<file path="src/rtl/aip_conv1d_core.sv">
// AIP 1-D processing core: streams L samples from MemIn0 through pass / moving-sum / difference,
// arithmetic-shifts each result and writes it to MemOut0. Define AIP_CONV1D_SAT_EN for saturation.
module aip_conv1d_core #(
  parameter int DATA_WIDTH      = 32,
  parameter int ADDR_WIDTH_MEMI = 6,
  parameter int ADDR_WIDTH_MEMO = 6,
  parameter int TAPS            = 4,
  parameter int STATUS_WIDTH    = 8,
  parameter int INT_WIDTH       = 8
) (
  input  logic                       clk,
  input  logic                       rst_a,
  input  logic                       en_s,
  input  logic                       start_IPcore,
  input  logic [DATA_WIDTH-1:0]      data_MemIn0,
  output logic [ADDR_WIDTH_MEMI-1:0] rd_addr_MemIn0,
  input  logic [DATA_WIDTH-1:0]      data_ConfigReg,
  output logic [DATA_WIDTH-1:0]      data_MemOut0,
  output logic [ADDR_WIDTH_MEMO-1:0] wr_addr_MemOut0,
  output logic                       wr_en_MemOut0,
  output logic [STATUS_WIDTH-1:0]    status_IPcore,
  output logic [INT_WIDTH-1:0]       int_IPcore
);
  localparam int EW   = DATA_WIDTH + $clog2(TAPS) + 1;
  localparam int LMAX = (ADDR_WIDTH_MEMI < ADDR_WIDTH_MEMO) ? (1 << ADDR_WIDTH_MEMI)
                                                            : (1 << ADDR_WIDTH_MEMO);

  typedef enum logic [2:0] {S_IDLE, S_RUN, S_DRAIN, S_DONE, S_ERR} state_t;

  state_t                          state_q, state_d;
  logic [16:0]                     len_q, len_d;
  logic [1:0]                      mode_q, mode_d;
  logic [4:0]                      sh_q, sh_d;
  logic [ADDR_WIDTH_MEMI-1:0]      rd_addr_q, rd_addr_d;
  logic [ADDR_WIDTH_MEMO-1:0]      idx_q, idx_d, wr_addr_q, wr_addr_d;
  logic [DATA_WIDTH-1:0]           wr_data_q, wr_data_d, hold_q, hold_d;
  logic                            wr_en_q, wr_en_d, dvld_q, dvld_d, busy_q, busy_d;
  logic                            err_q, err_d, frz_q, frz_d, sat_flag;
  logic [1:0]                      int_q, int_d;
  // Only the TAPS-1 previous samples need storing; the newest comes straight off the bus.
  logic [TAPS-2:0][DATA_WIDTH-1:0] win_q, win_d;
  logic [DATA_WIDTH-1:0]           x_in, y;
  logic signed [EW-1:0]            acc, shf;
  logic [15:0]                     cfg_len;
  logic                            unused_cfg;

  assign unused_cfg = ^data_ConfigReg[DATA_WIDTH-1:23];

  function automatic logic signed [EW-1:0] sext(input logic [DATA_WIDTH-1:0] v);
    return {{(EW-DATA_WIDTH){v[DATA_WIDTH-1]}}, v};
  endfunction

  // The memory keeps following rd_addr while we are frozen, so the sample that was on the
  // bus when en_s dropped is held and replayed on resume.
  assign frz_d = ~en_s;
  assign hold_d = (!en_s && !frz_q) ? data_MemIn0 : hold_q;
  assign x_in  = frz_q ? hold_q : data_MemIn0;

  always_comb begin
    acc = sext(x_in);
    case (mode_q)
      2'b01:   for (int k = 0; k < TAPS-1; k++) acc = acc + sext(win_q[k]);
      2'b10:   acc = acc - sext(win_q[0]);
      default: ;
    endcase
    shf = acc >>> sh_q;
  end

`ifdef AIP_CONV1D_SAT_EN
  logic sat_q, sat_d, ovf;
  assign ovf = shf[EW-1:DATA_WIDTH-1] != {(EW-DATA_WIDTH+1){shf[EW-1]}};
  assign y = !ovf ? shf[DATA_WIDTH-1:0]
               : (shf[EW-1] ? {1'b1, {(DATA_WIDTH-1){1'b0}}} : {1'b0, {(DATA_WIDTH-1){1'b1}}});
  assign sat_d = (state_q == S_IDLE && start_IPcore) ? 1'b0 : (sat_q | (dvld_q & ovf));
  assign sat_flag = sat_q;
  always_ff @(posedge clk) begin
    if (rst_a)     sat_q <= 1'b0;
    else if (en_s) sat_q <= sat_d;
  end
`else
  logic unused_hi;
  assign unused_hi = ^shf[EW-1:DATA_WIDTH];
  assign y = shf[DATA_WIDTH-1:0];
  assign sat_flag = 1'b0;
`endif

  always_comb begin
    state_d   = state_q;
    len_d     = len_q;
    mode_d    = mode_q;
    sh_d      = sh_q;
    rd_addr_d = rd_addr_q;
    idx_d     = idx_q;
    wr_addr_d = wr_addr_q;
    wr_data_d = wr_data_q;
    wr_en_d   = 1'b0;
    int_d     = 2'b00;
    err_d     = err_q;
    win_d     = win_q;
    dvld_d    = (state_q == S_RUN);
    cfg_len   = data_ConfigReg[15:0];
    if (dvld_q) begin
      win_d[0] = x_in;
      for (int k = 1; k < TAPS-1; k++) win_d[k] = win_q[k-1];
      wr_en_d   = 1'b1;
      wr_data_d = y;
      wr_addr_d = idx_q;
      idx_d     = idx_q + 1'b1;
    end
    case (state_q)
      S_IDLE: if (start_IPcore) begin
        mode_d    = data_ConfigReg[17:16];
        sh_d      = data_ConfigReg[22:18];
        len_d     = ({1'b0, cfg_len} > 17'(LMAX)) ? 17'(LMAX) : {1'b0, cfg_len};
        err_d     = 1'b0;
        win_d     = '0;
        idx_d     = '0;
        rd_addr_d = '0;
        if (data_ConfigReg[17:16] == 2'b11) begin
          state_d = S_ERR;
          err_d   = 1'b1;
        end else if (cfg_len == 16'd0) state_d = S_DONE;
        else                           state_d = S_RUN;
      end
      S_RUN: begin
        if (17'(rd_addr_q) == len_q - 17'd1) state_d = S_DRAIN;
        else                                 rd_addr_d = rd_addr_q + 1'b1;
      end
      S_DRAIN: state_d = S_DONE;
      S_DONE: begin
        int_d   = 2'b01;
        state_d = S_IDLE;
      end
      S_ERR: begin
        int_d   = 2'b11;
        state_d = S_IDLE;
      end
      default: state_d = S_IDLE;
    endcase
    busy_d = (state_d != S_IDLE) || (int_d != 2'b00);
  end

  always_ff @(posedge clk) begin
    if (rst_a) begin
      state_q <= S_IDLE; len_q <= '0; mode_q <= '0; sh_q <= '0;
      rd_addr_q <= '0; idx_q <= '0; wr_addr_q <= '0; wr_data_q <= '0;
      wr_en_q <= 1'b0; int_q <= '0; err_q <= 1'b0; win_q <= '0;
      dvld_q <= 1'b0; busy_q <= 1'b0;
    end else if (en_s) begin
      state_q <= state_d; len_q <= len_d; mode_q <= mode_d; sh_q <= sh_d;
      rd_addr_q <= rd_addr_d; idx_q <= idx_d; wr_addr_q <= wr_addr_d; wr_data_q <= wr_data_d;
      wr_en_q <= wr_en_d; int_q <= int_d; err_q <= err_d; win_q <= win_d;
      dvld_q <= dvld_d; busy_q <= busy_d;
    end
  end

  always_ff @(posedge clk) begin
    if (rst_a) begin
      frz_q  <= 1'b0;
      hold_q <= '0;
    end else begin
      frz_q  <= frz_d;
      hold_q <= hold_d;
    end
  end

  assign rd_addr_MemIn0  = rd_addr_q;
  assign data_MemOut0    = wr_data_q;
  assign wr_addr_MemOut0 = wr_addr_q;
  assign wr_en_MemOut0   = wr_en_q & en_s;

  always_comb begin
    status_IPcore    = '0;
    status_IPcore[0] = busy_q;
    status_IPcore[1] = err_q;
    status_IPcore[2] = sat_flag;
    int_IPcore       = '0;
    int_IPcore[1:0]  = int_q & {2{en_s}};
  end
endmodule

</file>
<file path="config.mk">
export PLATFORM = sky130hd
export DESIGN_NAME = aip_conv1d_core
export DESIGN_NICKNAME = d
export VERILOG_FILES = /design/src/rtl/aip_conv1d_core.sv
export SDC_FILE = /design/constraint.sdc
export NUM_CORES = 1
export LEC_CHECK = 0
export ABC_AREA = 1
export BUFFER_PORTS_ARGS = -buffer_cell sky130_fd_sc_hd__buf_2
export CAP_MARGIN = 10
export CORE_AREA = 2 2 171 173
export DETAILED_ROUTE_END_ITERATION = 8
export DIE_AREA = 0 0 173 175
export GPL_TIMING_DRIVEN = 0
export PLACE_DENSITY = 0.93
export SLEW_MARGIN = 40
export SYNTH_ARGS = -nofsm -noshare
export SYNTH_HDL_FRONTEND = slang
export SYNTH_SLANG_ARGS = --single-unit
export TNS_END_PERCENT = 50
</file>
<file path="constraint.sdc">
create_clock -name clk -period 4.45 [get_ports clk]
set_input_delay 0.89 -clock clk [delete_from_list [all_inputs] [get_ports clk]]
set_output_delay 0.89 -clock clk [all_outputs]
set_load 0.005 [all_outputs]
</file>
==> impl_metrics.csv <==
group,metric,value,unit
outcome,status,"finished, final reports clean",
clock_network,cts.sinks,211,
floorplanning,die_w,173,µm
worst_setup_path,critPathMaxFanout,10,
worst_setup_path,slowest_delay,0.52,ns
floorplanning,die_h,175,µm
power_and_ir_drop,p_leak,9.72,nW
yosys,synth_area,17300,µm²
yosys,synth.ff_latch_count,211,
final_layout,final_cell_mix,"821 x nand2_1, 391 x inv_1, 346 x nand3_1",
flow_run,cap_violations,0,
yosys,syn_area_per_cell,6.15,µm²
worst_setup_path,cpMaxStageDelayCell,"fa_2",
clock_network,tritoncts,"yes",
routing,met3_length,9.83,mm
final_layout,area_growth,14.2,%
sta,rsz0062_at_grt,"yes",
routing,drt_iter0_drc,2945,
clock_network,clkTransAtPathRegs,0.06,ns
placed_design,finalWeightedCongestion,1.09,
clock_network,cts_htree_levels,1,
worst_setup_path,critPathKind,"reg2reg",
final_layout,drive_gt1_frac,0.114,
routing,route.vias.total,20559,
final_layout,final_cells,3369,
routing,wl_met2,29.4,mm
clock_network,cts-root-buf,"clkbuf_16",
sta,worst_pin_slew,0.842,ns
power_and_ir_drop,irDropWorstVdd,0.000298,V
global_routing,grt_pass1_wl,104,mm
routing,vias_per_cell,6.10,
clock_network,cts_buffers,23,
final_layout,layout_commonest_cell,"nand2_1",
placed_design,dpl.cell_count,3322,
routing,post-route-drc-count,0,
placed_design,dpl_cell_area,18400,µm²
placed_design,detailed_place_hpwl,55.7,mm
sta,relSlewSlack,0.439,
sta,final_hold_viol_count,0,
final_layout,num-nets-final,3174,
yosys,synth_edf_count,0,
worst_setup_path,crit_arrival,4.79,ns
global_routing,grt.total_usage,0.443,
routing,drt_first_pass_iters,8,
power_and_ir_drop,pwr_density_cell,301,nW/µm²
final_layout,antenna_cells,0,
hold_path,hp-class,"reg2reg",
sta,hold_slack,0.467,ns
yosys,yosys_warnings,0,
sta,maxSlewViolCount,0,
sta,post-route-period-util,0.975,
worst_setup_path,critPathCaptureType,"flip-flop",
yosys,ys_seq_area_frac,0.244,
routing,ant_nets,0,
final_layout,multi_input_area,11600,µm²
floorplanning,die_area,30300,µm²
routing,wirelength,70.0,mm
floorplanning,start_util,0.610,
worst_setup_path,crit_required,4.90,ns
yosys,async_flop_share,0,
sta,min_period,4.34,ns
routing,wl_met1,27.0,mm
routing,dr.max_layer_used,"met4",
yosys,synth_cell_types,48,
clock_network,clk_latency,0.56,ns
yosys,synthCells,2819,
final_layout,stdcell_area,19800,µm²
sta,setup_viol,0,
global_routing,grt_max_degree,14,
yosys,synth_flop_cell,"dfxtp_1",
sta,max_freq,0.231,GHz
routing,wl_per_cell,20.8,µm
global_routing,antenna_found_initial,1,
global_routing,grt.overflow.total,0,
worst_setup_path,startpoint_type,"flip-flop",
placed_design,port-buffer-count,107,
worst_setup_path,crit_chain,"inv_1 > buf_4 > buf_4 > nand2_1 > nand2_1 > fa_2 > ha_2 > nand2_1 > nor2_2 > inv_1 > nor2_1 > nand4_1 > nand4_1 > nand3_1 > nand3_1 > nand3_1 > nand3_1 > nand2_1 > nand2_1 > nand3_1 > a21oi_1 > nand2_2 > a21oi_1",
floorplanning,num_rows,62,
global_routing,grt_pass1_vias,18726,
clock_network,clockBufferDepth,3,
sta,fin_skew,0.0380,ns
floorplanning,io_pins,129,
floorplanning,core_area,28400,µm²
power_and_ir_drop,power,5.96,mW
final_layout,fillers,2455,
final_layout,seq_area,4230,µm²
## metal layers
layer  global-route usage  up-vias
met5                    0        -
met4                0.214        0
met3                0.109      255
met2                0.671     1555
met1                0.594     9438
li1                     -     9311
## cell families (layout without fill, tap and decap cells)
kind of cell	count (synthesis)	in the layout	synth area share
and+or+nand+nor	1576	1576	0.384
DFF	211	211	0.244
buffers and inverters	529	684	0.119
adders and majority gates	137	137	0.127
other	1	12	0.000216
xor gates and xnor gates	14	14	0.00707
AOI/OAI and AO/OA	351	351	0.118
## cell type report
| cell class | count | share of cell area |
|---|---|---|
| multi-input combinational | 2090 | 0.586 |
| inverter | 403 | 0.0764 |
| buffer | 126 | 0.0295 |
| clock buffer | 36 | 0.0361 |
| tap | 384 | 0.0243 |
| timing repair buffer | 114 | 0.0303 |
| sequential | 211 | 0.214 |
| clock inverter | 5 | 0.00360 |
## synth_stat cells (all sizes together), types with 3 or more instances
cell,instances,area [µm²]
nor2,256,983
nor4,3,18.8
a21oi,157,793
xor2,7,61.3
o21ai,79,399
fa,66,1320
o22ai,6,37.5
or2,5,33.8
clkinv,7,26.3
dfxtp,211,4220
clkbuf,77,289
nand3b,12,90.1
nor3b,3,22.5
inv,396,1490
xnor2,7,61.3
nand4,21,138
o21bai,5,37.5
ha,71,888
a211oi,87,653
buf,49,264
nand2,871,3290
nand3,366,1850
a31oi,4,25.0
and2,9,56.3
nor3,30,165
o211ai,5,37.5
## stage by stage
| stage | setup TNS (ns) | utilization | setup WS, ns |
|---|---|---|---|
| floorplan | 0 | - | 0.595 |
| global placement | -19.16 | 0.648 | -0.679 |
| detailed placement | -21.11 | 0.648 | -0.741 |
| CTS | -0.00195 | 0.678 | -0.00195 |
| global route | -1.16 | 0.697 | -0.130 |
| finish | 0 | 0.697 | 0.113 |
## power breakdown
part           total (mW)  internal [mW]  switching [mW]
Sequential           1.98           1.94          0.0357
Clock                2.00           1.17           0.832
Combinational        1.99          0.594            1.39
## state kept, by name (all words and copies together) (netlist names)
signal           flops
state_q              3
dvld_q               1
idx_q                6
wr_addr_MemOut0      6
win_q               96
sh_q                 5
frz_q                1
len_q               16
data_MemOut0        32
busy_q               1
hold_q              32
int_q                2
err_q                1
rd_addr_MemIn0       6
wr_en_q              1
mode_q               2
## path summary, 6_finish.rpt
check | from | to | slack [ns] | cells after the start
worst max-delay path | frz_q$_SDFF_PP0_ | data_MemOut0[6]$_SDFFE_PP0P_ | 0.11 | 23
worst min-delay path | hold_q[30]$_SDFFE_PP0P_ | hold_q[30]$_SDFFE_PP0P_ | 0.47 | 2
worst max register to register | frz_q$_SDFF_PP0_ | data_MemOut0[6]$_SDFFE_PP0P_ | 0.11 | 23
worst min register to register | hold_q[30]$_SDFFE_PP0P_ | hold_q[30]$_SDFFE_PP0P_ | 0.47 | 2
## worst max-delay path: cells and delay by family, from the launching register on
kind / cells / cell delay, ns
AO/OA/AOI/OAI: 2 / 0.39
adder cells (fa/ha/maj): 2 / 0.94
buffers and inverters: 4 / 0.59
flip-flops: 1 / 0.34
AND/OR/NAND/NOR: 15 / 1.95
## what timing repair did
item	in CTS	in global routing
gates resized for setup	22	126
setup endpoints to repair	32	32
pin swaps	0	13
hold buffers	0	0
buffers inserted	0	6
Power figures use the tool's default switching activity.
